### config.mk
export PLATFORM = sky130hd
export DESIGN_NAME = ysyx_23060240_gpr_sb_flat
export DESIGN_NICKNAME = d
export VERILOG_FILES = /design/src/rtl/ysyx_23060240_gpr_sb_pkg.sv /design/src/rtl/ysyx_23060240_gpr_sb_if.sv /design/src/rtl/ysyx_23060240_gpr_wb_sel.sv /design/src/rtl/ysyx_23060240_gpr_sb.sv /design/src/flat_wrapper.sv
export SDC_FILE = /design/constraint.sdc
export NUM_CORES = 2
export LEC_CHECK = 0
export BUFFER_PORTS_ARGS = -buffer_cell sky130_fd_sc_hd__buf_2
export CAP_MARGIN = 30
export CORE_MARGIN = 2
export CORE_UTILIZATION = 40
export CTS_BUF_LIST = sky130_fd_sc_hd__clkbuf_16
export CTS_CLUSTER_SIZE = 25
export DETAILED_ROUTE_END_ITERATION = 6
export PLACE_DENSITY = 0.63
export SLEW_MARGIN = 20
export SYNTH_ARGS = -nofsm -noshare
export SYNTH_HDL_FRONTEND = slang
export SYNTH_SLANG_ARGS = --single-unit
### constraint.sdc
create_clock -name clk -period 8.49 [get_ports clk]
set_input_delay 0.4245 -clock clk [delete_from_list [all_inputs] [get_ports clk]]
set_output_delay 0.4245 -clock clk [all_outputs]
set_load 0.1 [all_outputs]
### src/rtl/ysyx_23060240_gpr_sb_pkg.sv
// rtl/ysyx_23060240_gpr_sb_pkg.sv - shared state encoding and default widths for the GPR scoreboard
package ysyx_23060240_gpr_sb_pkg;

  localparam int DEF_ADDR_WIDTH = 5;
  localparam int DEF_DATA_WIDTH = 32;
  localparam int DEF_NUM_RD     = 2;
  localparam int DEF_NUM_WR     = 2;

  typedef enum logic {
    ST_INIT = 1'b0,
    ST_RUN  = 1'b1
  } gpr_state_e;

endpackage

### src/rtl/ysyx_23060240_gpr_sb_if.sv
// rtl/ysyx_23060240_gpr_sb_if.sv - issue/read/writeback bundle between core pipeline and register file
interface ysyx_23060240_gpr_sb_if
  import ysyx_23060240_gpr_sb_pkg::*;
#(
  parameter int ADDR_WIDTH = DEF_ADDR_WIDTH,
  parameter int DATA_WIDTH = DEF_DATA_WIDTH,
  parameter int NUM_RD     = DEF_NUM_RD,
  parameter int NUM_WR     = DEF_NUM_WR
) ();

  logic [NUM_RD*ADDR_WIDTH-1:0] rd_addr;
  logic [NUM_RD*DATA_WIDTH-1:0] rd_data;
  logic [NUM_RD-1:0]            rd_busy;
  logic                         iss_valid;
  logic [ADDR_WIDTH-1:0]        iss_rd;
  logic                         iss_ready;
  logic [NUM_WR-1:0]            wr_en;
  logic [NUM_WR*ADDR_WIDTH-1:0] wr_addr;
  logic [NUM_WR*DATA_WIDTH-1:0] wr_data;
  logic                         init_done;
  logic                         wb_err;

  modport master (
    output rd_addr, iss_valid, iss_rd, wr_en, wr_addr, wr_data,
    input  rd_data, rd_busy, iss_ready, init_done, wb_err
  );

  modport slave (
    input  rd_addr, iss_valid, iss_rd, wr_en, wr_addr, wr_data,
    output rd_data, rd_busy, iss_ready, init_done, wb_err
  );

endinterface

### src/rtl/ysyx_23060240_gpr_wb_sel.sv
// rtl/ysyx_23060240_gpr_wb_sel.sv - finds the highest-index writeback port targeting one address
module ysyx_23060240_gpr_wb_sel
  import ysyx_23060240_gpr_sb_pkg::*;
#(
  parameter int ADDR_WIDTH = DEF_ADDR_WIDTH,
  parameter int DATA_WIDTH = DEF_DATA_WIDTH,
  parameter int NUM_WR     = DEF_NUM_WR
) (
  input  logic [ADDR_WIDTH-1:0]        addr_i,
  input  logic [NUM_WR-1:0]            wr_en_i,
  input  logic [NUM_WR*ADDR_WIDTH-1:0] wr_addr_i,
  input  logic [NUM_WR*DATA_WIDTH-1:0] wr_data_i,
  output logic                         hit_o,
  output logic [DATA_WIDTH-1:0]        data_o
);

  // Ascending scan so a later (higher) port overrides an earlier match.
  always_comb begin
    hit_o  = 1'b0;
    data_o = '0;
    for (int w = 0; w < NUM_WR; w++) begin
      if (wr_en_i[w] && (wr_addr_i[w*ADDR_WIDTH +: ADDR_WIDTH] == addr_i)) begin
        hit_o  = 1'b1;
        data_o = wr_data_i[w*DATA_WIDTH +: DATA_WIDTH];
      end
    end
  end

endmodule

### src/rtl/ysyx_23060240_gpr_sb.sv
// rtl/ysyx_23060240_gpr_sb.sv - multi-port register file with busy scoreboard, bypass and init sequencer
module ysyx_23060240_gpr_sb
  import ysyx_23060240_gpr_sb_pkg::*;
#(
  parameter int ADDR_WIDTH = DEF_ADDR_WIDTH,
  parameter int DATA_WIDTH = DEF_DATA_WIDTH,
  parameter int NUM_RD     = DEF_NUM_RD,
  parameter int NUM_WR     = DEF_NUM_WR,
  parameter bit BYPASS     = 1'b1
) (
  input  logic                   clk,
  input  logic                   rst,
  ysyx_23060240_gpr_sb_if.slave  bus
);

  localparam int DEPTH = 1 << ADDR_WIDTH;

  gpr_state_e            state_q;
  logic [ADDR_WIDTH-1:0] idx_q;
  logic [DATA_WIDTH-1:0] mem_q [DEPTH];
  logic [DEPTH-1:0]      busy_q, busy_d;
  logic                  wb_err_q, wb_err_d;
  logic                  run;
  logic                  iss_hit;
  logic [DATA_WIDTH-1:0] iss_unused_data;
  logic                  rd_hit  [NUM_RD];
  logic [DATA_WIDTH-1:0] rd_byp  [NUM_RD];

  assign run = (state_q == ST_RUN);

  for (genvar p = 0; p < NUM_RD; p++) begin : g_rd_sel
    ysyx_23060240_gpr_wb_sel #(
      .ADDR_WIDTH(ADDR_WIDTH), .DATA_WIDTH(DATA_WIDTH), .NUM_WR(NUM_WR)
    ) u_sel (
      .addr_i   (bus.rd_addr[p*ADDR_WIDTH +: ADDR_WIDTH]),
      .wr_en_i  (bus.wr_en),
      .wr_addr_i(bus.wr_addr),
      .wr_data_i(bus.wr_data),
      .hit_o    (rd_hit[p]),
      .data_o   (rd_byp[p])
    );
  end

  ysyx_23060240_gpr_wb_sel #(
    .ADDR_WIDTH(ADDR_WIDTH), .DATA_WIDTH(DATA_WIDTH), .NUM_WR(NUM_WR)
  ) u_iss_sel (
    .addr_i   (bus.iss_rd),
    .wr_en_i  (bus.wr_en),
    .wr_addr_i(bus.wr_addr),
    .wr_data_i(bus.wr_data),
    .hit_o    (iss_hit),
    .data_o   (iss_unused_data)
  );

  // x0 and the init phase both read as zero and never report pending.
  always_comb begin
    bus.rd_data = '0;
    bus.rd_busy = '0;
    for (int p = 0; p < NUM_RD; p++) begin
      if (run && (bus.rd_addr[p*ADDR_WIDTH +: ADDR_WIDTH] != '0)) begin
        bus.rd_data[p*DATA_WIDTH +: DATA_WIDTH] = (BYPASS && rd_hit[p]) ? rd_byp[p]
                                                : mem_q[bus.rd_addr[p*ADDR_WIDTH +: ADDR_WIDTH]];
        bus.rd_busy[p] = busy_q[bus.rd_addr[p*ADDR_WIDTH +: ADDR_WIDTH]] & ~(BYPASS & rd_hit[p]);
      end
    end
  end

  assign bus.iss_ready = run & ((bus.iss_rd == '0) | ~busy_q[bus.iss_rd] | iss_hit);
  assign bus.init_done = run;
  assign bus.wb_err    = wb_err_q;

  // Clears come before the issue set so a same-cycle new producer keeps the bit.
  always_comb begin
    busy_d   = busy_q;
    wb_err_d = wb_err_q;
    for (int w = 0; w < NUM_WR; w++) begin
      if (bus.wr_en[w] && (bus.wr_addr[w*ADDR_WIDTH +: ADDR_WIDTH] != '0)) begin
        if (!busy_q[bus.wr_addr[w*ADDR_WIDTH +: ADDR_WIDTH]]) wb_err_d = 1'b1;
        busy_d[bus.wr_addr[w*ADDR_WIDTH +: ADDR_WIDTH]] = 1'b0;
      end
    end
    if (bus.iss_valid && bus.iss_ready && (bus.iss_rd != '0)) busy_d[bus.iss_rd] = 1'b1;
    busy_d[0] = 1'b0;
  end

  always_ff @(posedge clk) begin
    if (rst) begin
      state_q  <= ST_INIT;
      idx_q    <= '0;
      busy_q   <= '0;
      wb_err_q <= 1'b0;
    end else begin
      case (state_q)
        ST_INIT: begin
          idx_q <= idx_q + ADDR_WIDTH'(1);
          if (idx_q == ADDR_WIDTH'(DEPTH - 1)) state_q <= ST_RUN;
        end
        ST_RUN: begin
          busy_q   <= busy_d;
          wb_err_q <= wb_err_d;
        end
        default: state_q <= ST_INIT;
      endcase
    end
  end

  always_ff @(posedge clk) begin
    if (!rst) begin
      if (state_q == ST_INIT) begin
        mem_q[idx_q] <= '0;
      end else begin
        for (int w = 0; w < NUM_WR; w++) begin
          if (bus.wr_en[w] && (bus.wr_addr[w*ADDR_WIDTH +: ADDR_WIDTH] != '0))
            mem_q[bus.wr_addr[w*ADDR_WIDTH +: ADDR_WIDTH]] <= bus.wr_data[w*DATA_WIDTH +: DATA_WIDTH];
        end
      end
    end
  end

endmodule

### src/flat_wrapper.sv
// flat-port wrapper written by rule: the top's interface ports become plain ports
module ysyx_23060240_gpr_sb_flat import ysyx_23060240_gpr_sb_pkg::*;
#(
  parameter int ADDR_WIDTH = DEF_ADDR_WIDTH,
  parameter int DATA_WIDTH = DEF_DATA_WIDTH,
  parameter int NUM_RD     = DEF_NUM_RD,
  parameter int NUM_WR     = DEF_NUM_WR,
  parameter bit BYPASS     = 1'b1
)
  (clk, rst, bus_rd_addr, bus_iss_valid, bus_iss_rd, bus_wr_en, bus_wr_addr, bus_wr_data, bus_rd_data, bus_rd_busy, bus_iss_ready, bus_init_done, bus_wb_err);
  ysyx_23060240_gpr_sb_if #(.ADDR_WIDTH(ADDR_WIDTH), .DATA_WIDTH(DATA_WIDTH), .NUM_RD(NUM_RD), .NUM_WR(NUM_WR)) bus_i ();
  input  logic clk;
  input  logic rst;
  input wire logic [$bits(bus_i.rd_addr)-1:0] bus_rd_addr;
  input wire logic [$bits(bus_i.iss_valid)-1:0] bus_iss_valid;
  input wire logic [$bits(bus_i.iss_rd)-1:0] bus_iss_rd;
  input wire logic [$bits(bus_i.wr_en)-1:0] bus_wr_en;
  input wire logic [$bits(bus_i.wr_addr)-1:0] bus_wr_addr;
  input wire logic [$bits(bus_i.wr_data)-1:0] bus_wr_data;
  output wire logic [$bits(bus_i.rd_data)-1:0] bus_rd_data;
  output wire logic [$bits(bus_i.rd_busy)-1:0] bus_rd_busy;
  output wire logic [$bits(bus_i.iss_ready)-1:0] bus_iss_ready;
  output wire logic [$bits(bus_i.init_done)-1:0] bus_init_done;
  output wire logic [$bits(bus_i.wb_err)-1:0] bus_wb_err;
  assign bus_i.rd_addr = bus_rd_addr;
  assign bus_i.iss_valid = bus_iss_valid;
  assign bus_i.iss_rd = bus_iss_rd;
  assign bus_i.wr_en = bus_wr_en;
  assign bus_i.wr_addr = bus_wr_addr;
  assign bus_i.wr_data = bus_wr_data;
  assign bus_rd_data = bus_i.rd_data;
  assign bus_rd_busy = bus_i.rd_busy;
  assign bus_iss_ready = bus_i.iss_ready;
  assign bus_init_done = bus_i.init_done;
  assign bus_wb_err = bus_i.wb_err;
  ysyx_23060240_gpr_sb #(.ADDR_WIDTH(ADDR_WIDTH), .DATA_WIDTH(DATA_WIDTH), .NUM_RD(NUM_RD), .NUM_WR(NUM_WR), .BYPASS(BYPASS)) u_core (.clk(clk), .rst(rst), .bus(bus_i));
endmodule
==> out/results.txt <==
WHS Path Cells: 3
number of hold buffers added after cts: 0
placed standard-cell area: 0.0658 mm²
DP Wirelength: 158 mm
Design Power: 11800 µW
PortBufs: 162
register area share after synthesis: 0.499
final worst-path cycle share: 0.669
ys flop type: edfxtp_1
Worst setup EP type: primary output
CTS resizes: 0
status: finished clean
H-tree depth: 3
share of synthesized flip-flops with an asynchronous set or reset: 0
CP Class: input port to primary output
worst skew pair latency: 810 ps
min-delay src: bus_wr_data[46]
# placed instances: 7138
average cell area after synthesis: 11.7 µm²
post-layout instance area: 0.0698 mm²
DRC viols: 0
# rows: 145
skew final: 99.3 ps
Min-Delay Path Class: input port to flop
initial antenna violation count: 14
final setup vio count: 0
first-pass GRT wire length: 376 mm
RSZ-0062 raised after global routing: no
reg2reg end: u_core.mem_q[5][26]$_DFFE_PP_
I/O pin cnt: 163
Worst Reg-to-Reg Cells: 7
CP Launch Type: input port
post-synth top area cell: edfxtp_1
crit path DAT: 5260 ps
first drt pass iteration count: 7
Die ar.: 0.161 mm²
# clock sinks: 1062
peak supply drop: 0.000173 V
mapped cell area: 0.0632 mm²
fin crit period: 5680 ps
Final Hold Viols: 0
Num CTS Buffers: 113
Setup TNS: 0 ps
gr usage total: 0.331
fin cells: 7369
Final nets: 5304
Die X: 401 µm
synth unique cells: 64
number of buffers added for setup after CTS: 0
flop2flop setup slack: 4050 ps
measured slew at the worst slew-check pin: 1180 ps
CTS tree: done
synth warn: 0
pin count of the biggest net entering global routing: 158
FF-to-FF Start: u_core.bus.init_done$_SDFF_PP0_
WL per Instance: 37.1 µm
vias per cell: 6.98
top-area cell type share of the netlist area: 0.487
Initial DRC Count: 10355
Fmax: 0.176 GHz
CP max FO: 33
Routed Antenna Nets: 0
Starting Density: 0.404
Post-synth EDFFs: 1024
Clk pin slew, worst setup/hold paths: 70 ps
most instantiated cells after synthesis: nand2_1 (1183), o21ai_0 (1043), edfxtp_1 (1024)
P per Cell Area: 169 mW/mm²
Pleak: 0.0236 µW
drt total wl: 274 mm
share of cells above drive strength 1: 0.226
Layout area overhead: 10.4%
Placeable Area: 0.157 mm²
Max Slew Vio Count: 0
Vias: 51431
Slew headroom: 0.213
Die Height: 401 µm
total global routing overflow: 0
top-count cell post-synth: nand2_1
Routability Congestion: 0.938
Net Count, Synth: 5511
CTS max path bufs: 3
Worst Hold End: u_core.mem_q[13][14]$_DFFE_PP_
CP required: 8070 ps
Synth Register Bits: 1062
Mapped Cells: 5415
maxcap violations: 0
clk root buf: clkbuf_16
Synth area leaders: edfxtp_1 (49%), mux4_2 (20%), o21ai_0 (8.3%)
vias in the first global route: 48263
[power breakdown]
| group | total, µW | leakage, µW | internal, µW | switching [µW] |
|---|---|---|---|---|
| combinational | 951 | 0.0104 | 332 | 619 |
| clock | 5110 | 0.00191 | 2810 | 2310 |
| sequential | 5710 | 0.0113 | 5690 | 15.7 |
| total | 11800 | 0.0236 | 8830 | 2940 |
[layout make-up]
type	count	area, µm²
Clock inverter	100	868
Tap cell	2058	2570
Clock buffer	114	2850
Antenna cell	4	10.0
Inverter	40	153
Multi-Input combinational cell	3669	29500
Timing Repair Buffer	322	2270
Fill cell	13927	86800
Sequential cell	1062	31500
[metal layers]
metal,part of all wire,up-vias,wire length (µm),track usage
li1,-,20191,-,-
met1,0.33,24914,89100,0.409
met2,0.42,5078,116000,0.479
met3,0.17,1232,45400,0.126
met4,0.085,16,23400,0.228
met5,0.00055,-,151,0.00327
[worst max-delay path by stage]
stage	startpoint	endpoint	slack (ps)	cells after the start
2_1_floorplan	u_core.bus.init_done$_SDFF_PP0_	u_core.mem_q[24][0]$_DFFE_PP_	4090	8
3_3_place_gp	bus_rd_addr[4]	bus_rd_data[21]	3350	11
3_5_place_dp	bus_rd_addr[4]	bus_rd_data[21]	3330	11
4_1_cts	bus_rd_addr[4]	bus_rd_data[21]	3300	11
5_1_grt	bus_rd_addr[4]	bus_rd_data[21]	3090	11
6_report	bus_rd_addr[4]	bus_rd_data[21]	2810	11
[state kept, by name, summed over array words and instances (netlist names)]
| register | cells |
|---|---|
| u_core.bus.wb_err | 1 |
| u_core.idx_q | 5 |
| u_core.busy_q | 31 |
| u_core.mem_q | 1024 |
| u_core.bus.init_done | 1 |
[kinds of logic (layout without fill, tap and decap cells)]
| group | Yosys count | after routing | synth area share |
|---|---|---|---|
| other | 0 | 4 | 0 |
| xor gates and xnor gates | 32 | 32 | 0.00443 |
| muxes | 742 | 742 | 0.231 |
| and+or+nand+nor | 1479 | 1479 | 0.0962 |
| adders and majority gates | 2 | 2 | 0.000396 |
| buffers and inverters | 684 | 576 | 0.0453 |
| DFF | 1062 | 1062 | 0.499 |
| AOI/OAI and AO/OA | 1414 | 1414 | 0.124 |
[per-stage QoR]
stage               utilization  hold WS (ps)  setup slack [ps]
floorplan                     -           483              4090
global placement          0.420           517              3350
detailed placement        0.420           522              3330
CTS                       0.444           132              3300
global route              0.446           182              3090
finish                    0.446           162              2810
[cells in the final DEF, fill, tap and decap left out, types with 17 or more instances in the layout]
cell type / n
buf_4: 143
nand3b_1: 19
inv_1: 47
o211ai_1: 23
clkinv_1: 37
nor2_1: 54
a22oi_1: 67
a31oi_1: 23
a21oi_1: 88
mux2i_1: 162
nand2_1: 1166
o21ai_0: 1043
clkinv_2: 17
edfxtp_1: 1024
nand3_1: 50
buf_2: 156
nand2b_1: 23
clkbuf_16: 114
nand2_2: 17
nor2b_1: 26
mux4_2: 574
dfxtp_1: 37
o22ai_4: 23
xor2_1: 22
o22ai_1: 36
[worst max-delay path, stage by stage]
cell and delay, ps:
buf_2 80, buf_4 580, buf_4 630, xor2_1 210, nor4_1 90, nand3_2 90
buf_4 560, nand3_1 600, nor2_2 970, a221o_1 460, buf_2 490
(Power assumes the default switching activity.)
